===== config.mk =====
export PLATFORM = sky130hd
export DESIGN_NAME = calendar_counter
export DESIGN_NICKNAME = d
export VERILOG_FILES = /design/src/rtl/calendar_counter.sv
export SDC_FILE = /design/constraint.sdc
export NUM_CORES = 1
export LEC_CHECK = 0
export BUFFER_PORTS_ARGS = -buffer_cell sky130_fd_sc_hd__buf_2
export CAP_MARGIN = 20
export CORE_MARGIN = 1
export CORE_UTILIZATION = 58
export CTS_CLUSTER_SIZE = 30
export DETAILED_ROUTE_END_ITERATION = 7
export PLACE_DENSITY = 0.83
export SYNTH_ARGS = -nofsm -noshare
export SYNTH_HDL_FRONTEND = slang
export SYNTH_SLANG_ARGS = --single-unit

===== constraint.sdc =====
create_clock -name clk_i -period 3.6 [get_ports clk_i]
set_input_delay 0.18 -clock clk_i [delete_from_list [all_inputs] [get_ports clk_i]]
set_output_delay 0.18 -clock clk_i [all_outputs]
set_load 0.02 [all_outputs]

===== src/rtl/calendar_counter.sv =====
// BCD time-of-day and calendar counter (YY-MM-DD hh:mm:ss, 2000-2099) with tick prescaler,
// validated loads and 12/24-hour display. Optional weekday tracking: define DAY_OF_WEEK_EN.
module calendar_counter #(
  parameter int unsigned TICK_DIV = 1,
  parameter int unsigned PS_W     = $clog2(TICK_DIV + 1)
) (
  input  logic        clk_i,
  input  logic        rst_ni,
  input  logic        inc_i,
  input  logic        h12_i,
  input  logic        load_i,
  input  logic [23:0] load_date_i,
  input  logic [23:0] load_time_i,
`ifdef DAY_OF_WEEK_EN
  input  logic [2:0]  load_wday_i,
  output logic [2:0]  wday_o,
`endif
  output logic [23:0] date_bcd_o,
  output logic [23:0] time_bcd_o,
  output logic        pm_o,
  output logic        sec_tick_o,
  output logic        min_tick_o,
  output logic        load_err_o,
  output logic        time_valid_o
);

  logic [6:0]      year;
  logic [3:0]      month;
  logic [4:0]      day;
  logic [4:0]      hour;
  logic [5:0]      minute;
  logic [5:0]      second;
  logic [PS_W-1:0] ps;

  logic [6:0] ld_year, ld_month, ld_day, ld_hour, ld_min, ld_sec;
  logic       nib_ok, load_ok;
  logic [4:0] disp_hour;

  function automatic logic [6:0] bcd2bin(input logic [7:0] b);
    return 7'(b[7:4]) * 7'd10 + 7'(b[3:0]);
  endfunction

  function automatic logic [7:0] bin2bcd(input logic [6:0] v);
    return {4'(v / 7'd10), 4'(v % 7'd10)};
  endfunction

  function automatic logic [4:0] days_in(input logic [3:0] m, input logic [6:0] y);
    case (m)
      4'd4, 4'd6, 4'd9, 4'd11: return 5'd30;
      4'd2:                    return (y[1:0] == 2'd0) ? 5'd29 : 5'd28;
      default:                 return 5'd31;
    endcase
  endfunction

  // Range checks use the full decoded width so out-of-range BCD cannot alias into range.
  always_comb begin
    ld_year  = bcd2bin(load_date_i[23:16]);
    ld_month = bcd2bin(load_date_i[15:8]);
    ld_day   = bcd2bin(load_date_i[7:0]);
    ld_hour  = bcd2bin(load_time_i[23:16]);
    ld_min   = bcd2bin(load_time_i[15:8]);
    ld_sec   = bcd2bin(load_time_i[7:0]);
    nib_ok   = 1'b1;
    for (int unsigned i = 0; i < 6; i++) begin
      if (load_date_i[4*i +: 4] > 4'd9 || load_time_i[4*i +: 4] > 4'd9) nib_ok = 1'b0;
    end
    load_ok = nib_ok
           && ld_month >= 7'd1 && ld_month <= 7'd12
           && ld_day >= 7'd1
           && ld_day <= {2'b00, days_in(ld_month[3:0], ld_year)}
           && ld_hour <= 7'd23 && ld_min <= 7'd59 && ld_sec <= 7'd59;
`ifdef DAY_OF_WEEK_EN
    if (load_wday_i == 3'd7) load_ok = 1'b0;
`endif
  end

  always_ff @(posedge clk_i) begin
    sec_tick_o <= 1'b0;
    min_tick_o <= 1'b0;
    load_err_o <= 1'b0;
    if (!rst_ni) begin
      year         <= '0;
      month        <= 4'd1;
      day          <= 5'd1;
      hour         <= '0;
      minute       <= '0;
      second       <= '0;
      ps           <= '0;
      time_valid_o <= 1'b0;
`ifdef DAY_OF_WEEK_EN
      wday_o       <= 3'd5;
`endif
    end else if (load_i) begin
      // A load always consumes the cycle; a coincident inc_i is dropped either way.
      if (load_ok) begin
        year         <= ld_year;
        month        <= ld_month[3:0];
        day          <= ld_day[4:0];
        hour         <= ld_hour[4:0];
        minute       <= ld_min[5:0];
        second       <= ld_sec[5:0];
        ps           <= '0;
        time_valid_o <= 1'b1;
`ifdef DAY_OF_WEEK_EN
        wday_o       <= load_wday_i;
`endif
      end else begin
        load_err_o <= 1'b1;
      end
    end else if (inc_i) begin
      if (ps == PS_W'(TICK_DIV - 1)) begin
        ps         <= '0;
        sec_tick_o <= 1'b1;
        if (second == 6'd59) begin
          second     <= '0;
          min_tick_o <= 1'b1;
          if (minute == 6'd59) begin
            minute <= '0;
            if (hour == 5'd23) begin
              hour <= '0;
`ifdef DAY_OF_WEEK_EN
              wday_o <= (wday_o == 3'd6) ? 3'd0 : wday_o + 3'd1;
`endif
              if (day == days_in(month, year)) begin
                day <= 5'd1;
                if (month == 4'd12) begin
                  month <= 4'd1;
                  year  <= (year == 7'd99) ? 7'd0 : year + 7'd1;
                end else begin
                  month <= month + 4'd1;
                end
              end else begin
                day <= day + 5'd1;
              end
            end else begin
              hour <= hour + 5'd1;
            end
          end else begin
            minute <= minute + 6'd1;
          end
        end else begin
          second <= second + 6'd1;
        end
      end else begin
        ps <= ps + PS_W'(1);
      end
    end
  end

  always_comb begin
    disp_hour = hour;
    if (h12_i) begin
      if (hour == 5'd0)       disp_hour = 5'd12;
      else if (hour > 5'd12)  disp_hour = hour - 5'd12;
    end
    pm_o       = (hour >= 5'd12);
    date_bcd_o = {bin2bcd(year), bin2bcd(7'(month)), bin2bcd(7'(day))};
    time_bcd_o = {bin2bcd(7'(disp_hour)), bin2bcd(7'(minute)), bin2bcd(7'(second))};
  end

endmodule


# Word-level counts from Yosys, hierarchy flattened
# Index checks and enable logic that the tools add are counted.
# W data, S select, Z words.
# word_totals
register_bits,38
input_bits,53
output_inout_bits,53
word_cells,191
# op_classes
addsub,14
multipliers,6
n_div,12
order_cmp,21
n_eq_ne,18
n_mux,72
bitwise_logic,2
n_reduce_logical,35
# ops
op,n
$mux W5,25
$mux W7,10
$mux W6,11
$gt A4 B4 Y1 const B,12
$add A7 B4 Y7,6
$mul A4 B3 Y6 const B,6
$mux W4,9
$eq A4 B4 Y1 const B,5
$eq A4 B3 Y1 const B,4
$mux W1,15
$div A5 B4 Y7 const B,2
$div A6 B4 Y7 const B,2
$ge A7 B1 Y1 const B,2
$le A7 B6 Y1 const B,2
$mod A5 B4 Y7 const B,2
$mod A6 B4 Y7 const B,2
$add A6 B1 Y6 const B,2
$eq A6 B6 Y1 const B,2
$reduce_bool A2 Y1,6
$reduce_or A4 Y1,3
$add A5 B1 Y5 const B,2
$eq A4 B2 Y1 const B,2
$pmux W2 S2,2
$reduce_and A8 Y1,1
other kinds (30),45

# Longest topological paths before layout
# Gate-level depths: netlist of run 1.
# depth
ltp_word,18
ltp_mapped,17
depth_no_buf,17

# Worst setup path before layout of run 1
# No wires, ideal clock.
# synth_path
path_kind,register to output
from,reg hour[2]
to,out time_bcd_o[18]
t_arrival_ns,3.463
t_required_ns,3.420
slack_ns,-0.043
path_stages_with_launch,16
n_path_buf,0
cell_sequence,dfxtp_1 > inv_1 > ha_1 > o21ai_0 > a31oi_1 > o31ai_1 > ha_1 > inv_1 > ha_1 > a31o_2 > xnor2_1 > ha_1 > inv_1 > a21oi_1 > o21bai_1 > mux2i_1
# synth_between
elab_chain_cells,5
word_cells_on_any_way,7
cone_classes,add/sub: 1; div: 1; order compare: 1; mux: 3; reduce/logical: 1
# synth_lines
element,line,source
"start, declared",30,logic [4:0] hour;
"start signal, assigned",99,hour <= ld_hour[4:0];
"start signal, assigned",136,hour <= hour + 5'd1;
$sub A5 B4 Y5 or $gt A5 B4 Y1 (tied branches),154,else if (hour > 5'd12) disp_hour = hour - 5'd12;
$mux W5,154,
$mux W5,153,if (hour == 5'd0) disp_hour = 5'd12;
$mux W5 *,152,if (h12_i) begin
$mod A5 B4 Y7 *,44,"return {4'(v / 7'd10), 4'(v % 7'd10)};"
"end, declared",19,"output logic [23:0] time_bcd_o,"
# Every way passes the cells marked *; elsewhere a longest branch is shown, timed or not.

# Final worst setup path of run 1
# layout_path
from,reg year[6]
to,out date_bcd_o[18]
# layout_between
elab_chain_cells,1
# layout_lines
element,line,source
"start, declared",27,logic [6:0] year;
"start signal, assigned",96,year <= ld_year;
"start signal, assigned",128,year <= (year == 7'd99) ? 7'd0 : year + 7'd1;
$mod A7 B4 Y7,44,
"end, declared",18,"output logic [23:0] date_bcd_o,"
# No other way between the ends.

==> results.ini, run 1 <==
[logic_synthesis]
yosysSeqAreaShare = 0.130
yosys_warnings = 0
synthDistinctLibCells = 79
netlist_instances = 753
synth_seq_cells = 37
synthFlopType = dfxtp_1
yosys-top-cells-area = ha_1, dfxtp_1, xnor2_1
syn_area_um2 = 5690
synthArstFlopShare = 0
synth.avg_cell_area_um2 = 7.56
synth_edf_count = 0
yosysTopAreaCell = ha_1
synth_top_area_frac = 0.169

[final_layout]
drive_above_1_share = 0.205
final_common_cell = buf_2
area_growth_syn_to_layout_pct = 13.5
final_cell_mix = buf_2, ha_1, nand2_1
final_nets = 976
n_antenna_cell = 0

[critical_path]
cp.required_ns = 3.42
startpoint_type = flop
cp.arrival_ns = 3.19
worstSetupPathType = reg2out
end_kind = primary output
path_max_fanout = 17
reg2reg_depth = 9

[routing]
ant_nets = 0
dr.first_iter.drc_count = 423
via_per_inst = 6.19
avgRoutedWirePerCell_um = 15.9
drcViolationCount = 0
drt-total-wl_um = 15300
vias = 5968
drt_pass1_iterations = 5

[timing]
slew-limit-headroom = 0.272
tns_ns = 0
fin_hold_ws_ns = 0.267
rsz0062_at_grt = no
finalMaxSlewViolations = 0
finalSetupViolations = 0
min_period_over_period = 0.936
finalCriticalPeriod_ns = 3.37
finalClockSkew_ns = 0.00481
hold_violations = 0
max_freq_ghz = 0.297
worst_pin_slew_ns = 1.09

[floorplan]
dieArea_um2 = 10200
core_area_um2 = 9370
start_util = 0.608
io_pins = 106
die_x_um = 101
rows = 35
die_h_um = 101

[clock_tree]
clockRootBuffer = clkbuf_8
tritoncts = done
cts.sink_count = 37
cts_hold_buf = 0
path_clk_slew_ns = 0.08
clockBufferDepth = 2
worstSkewPairLatency_ns = 0.30
numCtsBuffers = 5
cts_max_level = 2

[min_path]
min-delay-path-class = in2reg
whs_path_depth = 3

[power]
p_leak_nw = 2.87
ir_drop_mv = 0.145
power_w = 0.00126
power_density_nw_per_um2 = 195

[run_status]
outcome = complete, no violations

[place]
gp_congestion = 0.912
port_buffers = 96
dp_hpwl_um = 11900

[grt]
grt_start_max_net_pins = 31
track_usage = 0.302
antenna_found_initial = 0
grt_pass1_wl_um = 25000
grt_pass1_vias = 5542
gr-total-overflow = 0

[run]
drv_cap = 0

==> layer usage <==
| metal | GRT usage | vias up | part of all wire |
|---|---|---|---|
| met5 | 0 | - | 0 |
| li1 | - | 2872 | - |
| met4 | 0.0892 | 0 | 0.018 |
| met1 | 0.372 | 2776 | 0.41 |
| met2 | 0.541 | 292 | 0.49 |
| met3 | 0.0472 | 28 | 0.083 |
==> state kept, by name, summed over array words and instances (netlist names), 4 cells and up <==
register,count
day,5
year,7
minute,6
hour,5
month,4
second,6
==> cell usage after synthesis, types with 6 or more instances <==
master	count
and3_1	9
a211oi_1	19
mux2i_1	10
inv_1	58
ha_1	77
a21o_1	7
dfxtp_1	37
o211ai_1	6
nor2_1	49
clkbuf_1	24
buf_2	6
nand3_1	29
xor2_1	12
o21ai_0	53
o31ai_1	7
buf_4	14
xnor2_1	33
nor2b_1	15
nand2b_1	6
nand4_1	9
o32ai_1	9
a31oi_1	12
nor3_1	15
nand2_1	64
o22ai_1	7
fa_1	12
a21oi_1	54
a22o_1	7
==> area by class of cell <==
class	instances	area [µm²]
clock buffer	6	72.6
clock inverter	2	10.0
fill	799	2910
inverter	58	218
multi-input combinational	617	4600
sequential	37	758
tap	129	161
timing repair buffer	115	641
==> final timing paths <==
kind / from / end / slack, ns
worst max-delay path: year[6]$_SDFFE_PN0P_ / date_bcd_o[18] / 0.23
worst min-delay path: load_time_i[16] / hour[0]$_SDFFE_PN0P_ / 0.27
worst max register to register: month[0]$_SDFFE_PN1P_ / year[5]$_SDFFE_PN0P_ / 0.85
worst min register to register: time_valid_o$_SDFFE_PN0P_ / time_valid_o$_SDFFE_PN0P_ / 0.53
==> what timing repair did <==
| item | in CTS | in global routing |
|---|---|---|
| buffers inserted | 0 | 4 |
| endpoints found under the setup margin | 3 | 8 |
| resized for setup | 6 | 26 |
| pin swaps | 0 | 5 |
==> report_power, final <==
group          internal, W  switching (W)  total, W
clock             0.000135       0.000166  0.000300
combinational     0.000232       0.000311  0.000543
sequential        0.000411     0.00000871  0.000420
total             0.000777       0.000486   0.00126
==> cells by family (layout without fill, tap and decap cells) <==
group	after synthesis	in the layout	synth area share
buffers and inverters	107	181	0.0826
and+or+nand+nor	223	223	0.194
other	1	9	0.000659
adders and majority gates	92	92	0.217
muxes	12	12	0.0215
xor gates and xnor gates	46	46	0.0721
AOI/OAI and AO/OA	235	235	0.282
DFF	37	37	0.130
==> stage by stage <==
step / cell area, µm² / util / setup WS (ns) / instances
final: 6460 / 0.689 / 0.231 / 964
after global routing: 6460 / 0.689 / 0.0118 / 964
after CTS: 6350 / 0.677 / 0.0382 / 960
after detailed placement: 6240 / 0.666 / 0.0139 / 952
after global placement: 6240 / 0.666 / 0.0854 / 952
after floorplan: 5730 / - / 0.126 / 761
==> worst max-delay path, cell delays in order, from the launching register on <==
cell and delay [ns]:
dfxtp_1 0.47, nor2b_2 0.28, o21a_1 0.21, o31ai_2 0.24, and2_1 0.17, ha_1 0.20, inv_1 0.08, a31oi_2 0.22
a21boi_0 0.22, o22ai_1 0.16, a21oi_1 0.19, nor3b_1 0.24, buf_2 0.21
Power figures use the tool's default switching activity.
==> inputs of run 2 (changes only) <==
--- a/config.mk
+++ b/config.mk
@@ -5,6 +5,7 @@
 export SDC_FILE = /design/constraint.sdc
 export NUM_CORES = 1
 export LEC_CHECK = 0
+export ABC_AREA = 1
 export BUFFER_PORTS_ARGS = -buffer_cell sky130_fd_sc_hd__buf_2
 export CAP_MARGIN = 20
 export CORE_MARGIN = 1
==> run 2 against run 1 <==
Effect of this change: sequential cell count unchanged; highest routed layer unchanged; total power rose by 35%; largest cell class unchanged; critical endpoint is now time_bcd_o[17]; maximum frequency rose by 2.7%; final area is 4.2% lower; critical path depth up 7; hold slack got worse by 0.075 ns.
==> results.ini, run 2 <==
[routing]
ant_nets = 0  ; unchanged
vias = 5579  ; -6.5%
dr.first_iter.drc_count = 286  ; -32%
drt-total-wl_um = 12800  ; -17%
via_per_inst = 5.29  ; -15%
avgRoutedWirePerCell_um = 12.1  ; -24%
drt_pass1_iterations = 5  ; unchanged
drcViolationCount = 0  ; unchanged

[logic_synthesis]
synthTopCellsByCount = nand2_1, inv_1, nand3_1
netlist_instances = 838  ; +11%
synthDistinctLibCells = 53  ; -33%
synthFlopType = dfxtp_1
yosysTopAreaCell = ha_1
synth_edf_count = 0  ; unchanged
synth.avg_cell_area_um2 = 6.59  ; -13%
synth_top_area_frac = 0.174  ; +0.00521
yosys_warnings = 0  ; unchanged
syn_area_um2 = 5520  ; -3.0%
yosysSeqAreaShare = 0.134  ; +0.00401
synth_seq_cells = 37  ; unchanged
yosysMostFrequentCell = nand2_1
yosys-top-cells-area = ha_1, dfxtp_1, nand2_1
synthArstFlopShare = 0  ; unchanged

[critical_path]
cp.arrival_ns = 3.10  ; -0.09 ns
worstSetupPathType = reg2out
cp_num_buf_inv = 4  ; +2
crit_path_cell_trace = inv_1, ha_1, nand3_1, nand2_1, xor2_1, nor2_2, ha_1, inv_1, ha_1, inv_1, nand2_2, xor2_2, ha_1, a21oi_2, nor2_2, nand2_1, nand2_1, nand2_1, buf_2
end_kind = primary output
crit_start = hour[0]$_SDFFE_PN0P_
crit_family = simple AND/OR/NAND/NOR gates
r2r-start = second[1]$_SDFFE_PN0P_
cp_slowest_cell = dfxtp_2
slowest_delay_ns = 0.38  ; -0.09 ns
cp.required_ns = 3.42  ; about the same
startpoint_type = flop
path_max_fanout = 5  ; -12

[clock_tree]
tritoncts = done
worstSkewPairLatency_ns = 0.30  ; about the same
cts.sink_count = 37  ; unchanged
path_clk_slew_ns = 0.08  ; about the same
cts_max_level = 2  ; unchanged
clockRootBuffer = clkbuf_8
numCtsBuffers = 5  ; unchanged
clockBufferDepth = 2  ; unchanged

[timing]
finalCriticalPeriod_ns = 3.28  ; -0.0891 ns
finalClockSkew_ns = 0.00933  ; +0.00452 ns
max_freq_ghz = 0.305  ; +2.7%
rsz0062_at_grt = no
tns_ns = 0  ; unchanged
min_period_over_period = 0.911  ; -0.0248
hold_violations = 0  ; unchanged
fin_hold_ws_ns = 0.192  ; -0.0750 ns
slew-limit-headroom = 0.542  ; +0.270
finalSetupViolations = 0  ; unchanged
setup_slack_ns = 0.320  ; +0.0891 ns
finalMaxSlewViolations = 0  ; unchanged
worst_pin_slew_ns = 0.687  ; -0.403 ns

[grt]
grt_pass1_wl_um = 21900  ; -12%
track_usage = 0.265  ; -0.0369
grt_start_max_net_pins = 33  ; +6.5%
grt_pass1_vias = 5147  ; -7.1%
antenna_found_initial = 0  ; unchanged
gr-total-overflow = 0  ; unchanged

[place]
placedInstanceArea_um2 = 6030  ; -3.3%
gp_congestion = 0.873  ; -4.3%
dp_hpwl_um = 10400  ; -13%
dp_slack_ns = 0.0978  ; +0.0839 ns
place_inst = 1045  ; +9.8%
port_buffers = 96  ; unchanged

[floorplan]
rows = 35  ; unchanged
io_pins = 106  ; unchanged
die_x_um = 99.6  ; -1.5%
die_h_um = 99.6  ; -1.5%
start_util = 0.598  ; -0.00978
dieArea_um2 = 9920  ; -2.9%
core_area_um2 = 9240  ; -1.4%

[power]
switching_share = 0.411  ; +0.0261
switching_power_w = 0.000699  ; +44%
combPwrFrac = 0.472  ; +0.042
p_seq_frac = 0.265  ; -0.067
ir_drop_mv = 0.163  ; +13%
p_int_w = 0.00100  ; +29%
power_density_nw_per_um2 = 275  ; +41%
p_leak_nw = 3.31  ; +15%
clkPwrFrac = 0.263  ; +0.025

[final_layout]
drive_above_1_share = 0.175  ; -0.0297
final_nets = 1066  ; +9.2%
final_cells = 1054  ; +9.3%
regMostFlops = year
nFillCells = 845  ; +5.8%
area_growth_syn_to_layout_pct = 12.0
design_area_um2 = 6190  ; -4.2%
final_cell_mix = nand2_1, inv_1, buf_2
n_antenna_cell = 0  ; unchanged
largest_register_ffs = 7  ; unchanged
final_common_cell = nand2_1
reg_top3 = year (7), minute (6), second (6)

[min_path]
min-delay-path-class = in2reg
min_from = inc_i

[run_status]
outcome = complete, no violations

[run]
drv_cap = 0  ; unchanged

## run 2: cell type report
type | instances | area [µm²] | area share
Clock buffer | 5 | 68.8 | 0.0111
Clock inverter | 3 | 68.8 | 0.0111
Inverter | 124 | 465 | 0.0752
Multi-Input combinational cell | 658 | 4190 | 0.676
Sequential cell | 37 | 743 | 0.120
Tap cell | 129 | 161 | 0.0261
Timing Repair Buffer | 98 | 495 | 0.0801
## run 2: timing repair
action / in CTS / in global routing
endpoints found under the setup margin: 0 / 3
setup buffers: 0 / 1
gates resized for setup: 0 / 4
hold buffers: 0 / 0
## run 2: path summary, 6_finish.rpt
check                                    to  slack (ns)  depth (start not counted)
setup / recovery             time_bcd_o[17]        0.32                         19
hold / removal        sec_tick_o$_SDFF_PP0_        0.19                          3
setup reg to reg        day[0]$_SDFFE_PN1P_        1.30                          9
hold reg to reg   time_valid_o$_SDFFE_PN0P_        0.46                          2
## run 2: logic make-up (layout without fill, tap and decap cells)
group,Yosys count,after routing,synth area share
buffers and inverters,151,230,0.115
DFF,37,37,0.134
AOI/OAI and AO/OA,130,130,0.140
adders and majority gates,89,89,0.218
and+or+nand+nor,385,385,0.317
muxes,3,3,0.00566
xor gates and xnor gates,42,42,0.0707
other,1,9,0.000679
## run 2: power groups by stage
| stage | logic [W] | registers (W) | clock network (W) |
|---|---|---|---|
| after CTS | 0.000796 | 0.000450 | 0.000447 |
| after global placement | 0.000775 | 0.000459 | 0 |
| after detailed placement | 0.000788 | 0.000460 | 0 |
| after global routing | 0.000914 | 0.000454 | 0.000465 |
| after floorplan | 0.000599 | 0.000454 | 0 |
| final | 0.000803 | 0.000451 | 0.000448 |
## run 2: metal layers
metal  vias up  wire length (µm)  global-route usage
met3        27               730              0.0415
met2       169              5840               0.458
li1       2891                 -                   -
met4         0               295              0.0894
met1      2492              5910               0.336
met5         -                 0                   0
## run 2: worst min-delay path: cells and delay by family
family / cells / cell delay, ns
simple gates: 2 / 0.15
buf+inv: 1 / 0.12
## run 2: per-stage QoR
stage	util	total power [W]
global placement	0.653	0.00123
global route	0.670	0.00183
detailed placement	0.653	0.00125
floorplan	-	0.00105
finish	0.670	0.00170
CTS	0.668	0.00169
==> inputs of run 3 (changes only) <==
--- a/config.mk
+++ b/config.mk
@@ -13,6 +13,7 @@
 export CTS_CLUSTER_SIZE = 30
 export DETAILED_ROUTE_END_ITERATION = 7
 export PLACE_DENSITY = 0.83
+export REMOVE_ABC_BUFFERS = 1
 export SYNTH_ARGS = -nofsm -noshare
 export SYNTH_HDL_FRONTEND = slang
 export SYNTH_SLANG_ARGS = --single-unit
==> run 3 against run 2 <==
Effect of this change: sequential share of layout area barely moved; largest cell class unchanged; total power fell by 0.21%; non-clock buffer count did not move; via count rose by 0.38%; die area did not move; highest routed layer is now met5; clock power barely moved.
==> results.ini, run 3 (synthesized netlist as in run 2, its figures left out) <==
[run_status]
outcome = complete, no violations

[place]
dp_hpwl_um = 10600  ; +1.8%
gp_congestion = 0.878  ; +0.55%
port_buffers = 96  ; unchanged

[min_path]
min-delay-path-class = in2reg
min_from = inc_i
min_to = sec_tick_o$_SDFF_PP0_
whs_path_depth = 3  ; unchanged

[critical_path]
reg2reg_depth = 13  ; +4
cp.required_ns = 3.42  ; about the same
cp_slowest_cell = dfxtp_2
rrSetupSlack_ns = 1.31  ; about the same
slowest_delay_ns = 0.37  ; about the same
path_max_fanout = 5  ; unchanged
r2r-start = month[0]$_SDFFE_PN1P_
r2r-end = year[5]$_SDFFE_PN0P_
cp.arrival_ns = 3.12  ; +0.02 ns
crit_path_cell_trace = inv_1, ha_1, nand3_1, nand2_1, xor2_1, nor2_2, ha_1, inv_1, ha_1, inv_1, nand2_2, xor2_2, ha_1, a21oi_1, nor2_1, nand2_1, nand2_1, nand2_1, buf_2
startpoint_type = flop
crit_start = hour[0]$_SDFFE_PN0P_
end_kind = primary output
worstSetupPathType = reg2out

[grt]
gr-total-overflow = 0  ; unchanged
grt_start_max_net_pins = 32  ; -3.0%
track_usage = 0.270  ; +0.00459
grt_pass1_vias = 4999  ; -2.9%
grt_pass1_wl_um = 22100  ; +0.94%
antenna_found_initial = 1  ; +1

[final_layout]
area_growth_syn_to_layout_pct = 11.9
n_antenna_cell = 0  ; unchanged
reg_top3 = year (7), minute (6), second (6)
final_nets = 1066  ; unchanged
largest_register_ffs = 7  ; unchanged
regMostFlops = year
drive_above_1_share = 0.173  ; -0.00216
final_cell_mix = nand2_1, inv_1, buf_2
final_common_cell = nand2_1

[floorplan]
die_x_um = 99.6  ; unchanged
io_pins = 106  ; unchanged
die_h_um = 99.6  ; unchanged
dieArea_um2 = 9920  ; unchanged
start_util = 0.598  ; unchanged
rows = 35  ; unchanged
core_area_um2 = 9240  ; unchanged

[timing]
finalClockSkew_ns = 0.0169  ; +0.00755 ns
slew-limit-headroom = 0.654  ; +0.112
finalMaxSlewViolations = 0  ; unchanged
hold_violations = 0  ; unchanged
tns_ns = 0  ; unchanged
finalSetupViolations = 0  ; unchanged
fin_hold_ws_ns = 0.187  ; -0.00503 ns
rsz0062_at_grt = no
max_freq_ghz = 0.303  ; -0.58%
worst_pin_slew_ns = 0.519  ; -0.168 ns
finalCriticalPeriod_ns = 3.30  ; +0.0193 ns
min_period_over_period = 0.917  ; +0.00536

[clock_tree]
cts_max_level = 2  ; unchanged
cts.sink_count = 37  ; unchanged
path_clk_slew_ns = 0.08  ; about the same
worstSkewPairLatency_ns = 0.31  ; about the same
numCtsBuffers = 5  ; unchanged
tritoncts = done
cts_hold_buf = 0  ; unchanged
clockRootBuffer = clkbuf_8
clockBufferDepth = 2  ; unchanged

[routing]
drt-total-wl_um = 13100  ; +2.5%
drcViolationCount = 0  ; unchanged
avgRoutedWirePerCell_um = 12.4  ; +2.5%
dr.first_iter.drc_count = 237  ; -17%
ant_nets = 0  ; unchanged
drt_pass1_iterations = 5  ; unchanged
via_per_inst = 5.31  ; +0.38%
vias = 5600  ; +0.38%

[run]
drv_cap = 0  ; unchanged

[power]
power_density_nw_per_um2 = 275  ; -0.11%
p_leak_nw = 3.31  ; about the same
ir_drop_mv = 0.228  ; +40%

[run 3: cell count changes in the layout (fill, tap and decap cells not counted)]
cell,previous run,this run
a21oi_1,37,38
nor2_2,6,5
a21oi_2,2,1
nor2_1,62,63
[run 3: report_power, final]
group / switching, W / internal [W]
registers: 0.0000247 / 0.000426
clock network: 0.000169 / 0.000279
logic: 0.000504 / 0.000296
total: 0.000698 / 0.00100
[run 3: worst max-delay path, delay by kind of cell (launching register included)]
kind                     cells  cell delay (ns)
AO/OA/AOI/OAI                1             0.16
adder cells (fa/ha/maj)      4             0.77
flip-flops                   1             0.37
XOR/XNOR                     2             0.34
buffers and inverters        4             0.39
AND/OR/NAND/NOR              8             0.82
[run 3: timing repair]
| item | in CTS | in global routing |
|---|---|---|
| resized for setup | 0 | 2 |
| endpoints found under the setup margin | 0 | 2 |
| buffers inserted | 0 | 1 |
[run 3: through the flow]
stage                     setup WS, ns   util  power (W)  cell area, µm²  cells
after floorplan                  0.621      -    0.00103            5390    819
after global placement           0.210  0.653    0.00124            6030   1045
after detailed placement        0.0596  0.653    0.00125            6030   1045
after CTS                        0.204  0.668    0.00169            6170   1053
after global routing            0.0140  0.669    0.00182            6180   1054
final                            0.300  0.669    0.00170            6180   1054
[run 3: worst max-delay path by stage]
| stage | end | depth (start not counted) |
|---|---|---|
| floorplan | day[0]$_SDFFE_PN1P_ | 20 |
| CTS | time_bcd_o[17] | 19 |
| global route | time_bcd_o[17] | 19 |
| finish | time_bcd_o[17] | 19 |
| global placement | day[0]$_SDFFE_PN1P_ | 21 |
| detailed placement | day[0]$_SDFFE_PN1P_ | 21 |
[run 3: layout make-up]
type,instances,area (µm²)
tap,129,161
timing repair buffer,98,495
multi-input combinational,658,4180
fill,858,3060
clock buffer,5,68.8
sequential,37,743
inverter,124,465
clock inverter,3,68.8
[run 3: layer usage]
metal	GRT usage	share of wire	up-vias
met1	0.352	0.46	2523
met3	0.0330	0.052	24
met5	0	0.00084	-
li1	-	-	2891
met4	0.0724	0.017	2
met2	0.470	0.47	160
